$ cat config.mk
export PLATFORM = sky130hd
export DESIGN_NAME = fifo_param
export DESIGN_NICKNAME = d
export VERILOG_FILES = /design/src/rtl/fifo_param.sv
export SDC_FILE = /design/constraint.sdc
export NUM_CORES = 1
export LEC_CHECK = 0
export ABC_AREA = 1
export CORE_ASPECT_RATIO = 1.5
export CORE_MARGIN = 3
export CORE_UTILIZATION = 43
export CTS_CLUSTER_DIAMETER = 150
export DETAILED_ROUTE_END_ITERATION = 12
export PLACE_DENSITY = 0.72
export REMOVE_ABC_BUFFERS = 1
export SYNTH_ARGS = -nofsm -noshare
export SYNTH_HDL_FRONTEND = slang
export SYNTH_SLANG_ARGS = --single-unit
$ cat constraint.sdc
create_clock -name clk -period 5.7 [get_ports clk]
set_input_delay 1.14 -clock clk [delete_from_list [all_inputs] [get_ports clk]]
set_output_delay 1.14 -clock clk [all_outputs]
set_load 0.05 [all_outputs]
$ cat src/rtl/fifo_param.sv
// fifo_param: parametrised synchronous FIFO with programmable almost-full/almost-empty
// thresholds, fill level and sticky error flags. Define FIFO_FWFT_EN for first-word-fall-through.
module fifo_param #(
  parameter int tamano_datos    = 10,
  parameter int tamano_direcion = 3
) (
  input  logic                       clk,
  input  logic                       reset,
  input  logic                       write_enable,
  input  logic [tamano_datos-1:0]    data_in,
  input  logic                       read_enable,
  input  logic [tamano_direcion:0]   af_threshold,
  input  logic [tamano_direcion:0]   ae_threshold,
  output logic [tamano_datos-1:0]    data_out,
  output logic                       valid_out,
  output logic                       full,
  output logic                       empty,
  output logic                       almost_full,
  output logic                       almost_empty,
  output logic [tamano_direcion:0]   count,
  output logic                       overflow,
  output logic                       underflow,
  output logic                       error,
  output logic [tamano_direcion-1:0] wr_ptr,
  output logic [tamano_direcion-1:0] rd_ptr
);

  localparam int DEPTH = 1 << tamano_direcion;
  localparam int CW    = tamano_direcion + 1;
  localparam logic [CW-1:0] DEPTH_C = CW'(DEPTH);

  logic [tamano_datos-1:0]    mem_q [DEPTH];
  logic [tamano_direcion-1:0] wr_ptr_q, wr_ptr_d;
  logic [tamano_direcion-1:0] rd_ptr_q, rd_ptr_d;
  logic [CW-1:0]              count_q, count_d;
  logic                       overflow_q, overflow_d;
  logic                       underflow_q, underflow_d;
  logic                       wr_acc, rd_acc;

  assign full         = (count_q == DEPTH_C);
  assign empty        = (count_q == '0);
  assign almost_full  = (count_q >= af_threshold);
  assign almost_empty = (count_q <= ae_threshold);

  // A write into a full FIFO is still taken when a read frees the slot in the same edge.
  assign rd_acc = read_enable & ~empty;
  assign wr_acc = write_enable & (~full | read_enable);

  always_comb begin
    wr_ptr_d    = wr_ptr_q;
    rd_ptr_d    = rd_ptr_q;
    count_d     = count_q + CW'(wr_acc) - CW'(rd_acc);
    overflow_d  = overflow_q | (write_enable & ~wr_acc);
    underflow_d = underflow_q | (read_enable & ~rd_acc);
    if (wr_acc) wr_ptr_d = wr_ptr_q + 1'b1;
    if (rd_acc) rd_ptr_d = rd_ptr_q + 1'b1;
  end

  always_ff @(posedge clk) begin
    if (!reset) begin
      wr_ptr_q    <= '0;
      rd_ptr_q    <= '0;
      count_q     <= '0;
      overflow_q  <= 1'b0;
      underflow_q <= 1'b0;
    end else begin
      wr_ptr_q    <= wr_ptr_d;
      rd_ptr_q    <= rd_ptr_d;
      count_q     <= count_d;
      overflow_q  <= overflow_d;
      underflow_q <= underflow_d;
    end
  end

  // Storage is never cleared; writes coinciding with reset are dropped.
  always_ff @(posedge clk) begin
    if (reset && wr_acc) mem_q[wr_ptr_q] <= data_in;
  end

`ifdef FIFO_FWFT_EN
  assign data_out  = mem_q[rd_ptr_q];
  assign valid_out = ~empty;
`else
  logic [tamano_datos-1:0] data_out_q;
  logic                    valid_out_q;

  always_ff @(posedge clk) begin
    if (!reset) begin
      data_out_q  <= '0;
      valid_out_q <= 1'b0;
    end else begin
      valid_out_q <= rd_acc;
      if (rd_acc) data_out_q <= mem_q[rd_ptr_q];
    end
  end

  assign data_out  = data_out_q;
  assign valid_out = valid_out_q;
`endif

  assign count     = count_q;
  assign overflow  = overflow_q;
  assign underflow = underflow_q;
  assign error     = overflow_q | underflow_q;
  assign wr_ptr    = wr_ptr_q;
  assign rd_ptr    = rd_ptr_q;

endmodule

# == After elaboration in Yosys (flattened, before gate mapping) ==
# Memory sizes are Yosys's and may differ from the RTL's. A register that Yosys moved wholly into a read port is not among the register bits.
# Index checks and enable logic that the tools add are counted.
# op_classes
n_lt_le_gt_ge,2
bitwise_logic,12
shifts,0
n_eq_ne,1
div,0
addsub,4
n_mux,2
mul,0
n_reduce_logical,3
# ops
cell,count
3-bit by 1-bit adder with 3-bit output (second input constant),2
4-bit by 1-bit adder with 4-bit output,1
1-bit AND,4
4-bit == test (second input constant),1
4-bit >= comparator,1
4-bit less-or-equal comparator,1
4-bit logical NOT,1
1-bit inverter,4
1-bit bitwise OR,4
4-bit by 1-bit subtractor with 4-bit output,1
1-bit two-way mux,2
1-bit logical AND,1
1-bit logical NOT,1
# word_totals
out_inout_bits,28
mem_count,1
inputBits,22
latch_bits,0
reg_bits,13
word_cells,31
rom_bits,0
mem_bits_rw,80
# mem_list
memory,depth,width,rd,rd_ports_with_merged_regs,wr,line,rtl
mem_q,8,10,1,1,1,32,logic [tamano_datos-1:0] mem_q [DEPTH];

# == Logic depth before layout (Yosys ltp) ==
# depth
word_depth,7
mapped_depth,14
depth_no_buf,13

# == Least setup slack after synthesis ==
# Ideal clock, no wire load.
# synth_timing
path_kind,input -> output
start,in ae_threshold[3]
end,out almost_empty
stages,4
path_slack_ns,1.963
n_path_buf,0
arrival_time_ns,2.597
required_time_ns,4.560
cell_sequence,inv_1 -> ha_1 -> nand2_1 -> o21ai_0
# synth_via
elab_chain_cells,1
# synth_lines
item,line,rtl
start: declaration,13,"input logic [tamano_direcion:0] ae_threshold,"
4-bit less-or-equal comparator,43,assign almost_empty = (count_q <= ae_threshold);
end: declaration,19,"output logic almost_empty,"
# No other way between the ends.

# == Final worst setup path ==
# layout_timing
start,in ae_threshold[1]
end,out almost_empty
# The elaborated chain is that of the path after synthesis.

==> reports/results.ini <==
[timing]
tightest_slew_ns=1.16
post-route-min-period_ns=4.24
rsz0062_at_grt=false
finalHoldViolCount=0
drv_slew=0
slew_headroom=0.224
timing.final.crit_share=0.744
setup_viol=0
setup_tns_ns=0
skew_ns=0.00747
timing.fmax_mhz=236

[floorplanning]
die_area_sq_um=12100
die_h_um=133
core_area_sq_um=10300
rows=45
start_util=0.449
pin_count=50
fp.dieW_um=90.7

[cts]
cts_hold_buf=0
cts_buffers=9
clock-sinks=103
post_cts_resized=0
cts_root_buffer=clkbuf_16
h-tree-depth=3
clk_pin_slew_ns=0.06
postCtsSetupRepairBufs=0
cts_tree=done
clockBufferDepth=2
insertion_delay_ns=0.35

[pwr]
vdd_drop_max_v=0.000247
p_per_area_nw_per_um2=431
power.leakage_nw=2.33

[detailed_routing]
first_pass_iters=4
ant_nets=0
drcViolationCount=0
post_drt_wl_per_cell_um=14.9
first_iter_violations=212
via_count=3209
routed_wl_um=9950
via_per_inst=4.82

[yosys]
synthTopCellsByArea=edfxtp_1, nand2_1, dfxtp_1
syn-instance-count=472
syn_area_sq_um=4620
ys_async_sr_fraction=0
post_synth.cell_area_avg_sq_um=9.79
synthDistinctLibCells=26
ys.flop_type=edfxtp_1
yosysWarnings=0
synth_top_area_share=0.520
synth_most_common_cell=nand2_1
ys_seq_area_frac=0.619
yosysTopAreaCell=edfxtp_1
ys_ff_latch=103
ys_top_cells_by_count=nand2_1, inv_1, edfxtp_1
synth-edff-count=80

[worst_setup_path]
path_max_fanout=2
worstSetupPathType=input pin to output port
worstSetupStartpointType=input pin
cp-end-kind=output port
reg2reg_from=count[2]
reg2regPathDepth=7
crit_arrival_ns=3.10
timing.rr.end=mem_q[7][9]
worstPathRequired_ns=4.56
r2r_setup_slack_ns=3.27

[finish]
drive_above_1_share=0.0514
antenna_cells=0
layoutNonFillerInstCount=666
nets=559
area_growth_pct=19.0

[place]
dp_cells=650
gp_congestion=0.752
numPortBuffers=49
hpwl_um=6220

[grt]
grt_pass1_wl_um=15900
grt_max_degree=44
grt_pass1_vias=3275
gr-usage-all-layers=0.174
antenna_found_initial=0
grt_remaining_overflow=0

[min_path]
min_from=data_out[5]
whs_path_depth=2
hp-class=register to register
hold_end=data_out[5]

[job]
max_cap_viol_count=0

[run_status]
status=finished, final reports clean

-- flip-flops by register name (all words and copies together), names as in the netlist --
name and cells:
underflow 1, data_out 10, count 4, overflow 1, rd_ptr 3, mem_q 80
wr_ptr 3, valid_out 1
-- kinds of logic (layout without fill, tap and decap cells) --
kind of cell | Yosys count | after routing | share of synthesized area
AOI/OAI and AO/OA | 30 | 30 | 0.0336
xor gates and xnor gates | 1 | 1 | 0.00189
buffers and inverters | 110 | 163 | 0.103
and+or+nand+nor | 211 | 211 | 0.195
adders and majority gates | 17 | 17 | 0.0476
DFF | 103 | 103 | 0.619
-- worst max-delay path by stage --
stage                     from      endpoint  cells past startpoint
4_1_cts        ae_threshold[1]  almost_empty                      7
5_1_grt        af_threshold[1]   almost_full                      8
3_3_place_gp   ae_threshold[3]  almost_empty                      7
6_report       ae_threshold[1]  almost_empty                      7
2_1_floorplan  ae_threshold[3]  almost_empty                      4
3_5_place_dp   ae_threshold[1]  almost_empty                      7
-- final cells by class --
cell class | count | area, sq um
multi-input combinational | 259 | 1280
clock inverter | 7 | 63.8
clock buffer | 9 | 225
tap | 141 | 176
timing repair buffer | 56 | 543
sequential | 103 | 2860
inverter | 91 | 347
fill | 877 | 4800
-- through the flow --
stage	power, mW	cell area [sq um]	hold WS [ns]	util	worst slack [ns]
6_report	2.37	5500	0.463	0.534	1.46
5_1_grt	2.50	5500	0.492	0.534	1.40
4_1_cts	2.39	5500	0.467	0.534	1.44
3_5_place_dp	1.80	5210	0.457	0.506	1.44
3_3_place_gp	1.77	5210	0.454	0.506	1.53
2_1_floorplan	1.51	4490	0.670	-	1.96
-- placed cells by master, fill, tap and decap left out, drive strengths merged, types with 2 or more instances in the layout --
master	synthesis	final
nor2	11	11
clkdlybuf4s50	0	49
buf	16	7
nor3	5	5
edfxtp	80	80
clkinv	0	4
inv	91	91
ha	16	16
nand2	127	127
a21oi	20	20
nand3	65	65
clkinvlp	0	2
o21ai	8	8
dfxtp	23	23
clkbuf	3	9
-- critical path: stages --
cell and delay [ns]:
clkdlybuf4s50_1 0.47, inv_1 0.05, ha_1 0.30, a21oi_1 0.15, o21ai_0 0.08, o21ai_0 0.08
clkdlybuf4s50_1 0.83
-- report_power, final --
group / switching [mW] / total (mW) / leakage, nW / internal (mW)
sequential: 0.0439 / 0.912 / 0.912 / 0.868
combinational: 0.584 / 0.864 / 1.28 / 0.280
clock: 0.259 / 0.595 / 0.139 / 0.336
total: 0.887 / 2.37 / 2.33 / 1.48
-- routing by layer --
| layer | part of all wire | global-route usage |
|---|---|---|
| met5 | 0 | 0 |
| met4 | 0.036 | 0.110 |
| met3 | 0.050 | 0.0313 |
| met2 | 0.53 | 0.314 |
| met1 | 0.38 | 0.183 |
No activity file was read; power rests on OpenSTA's default activity.
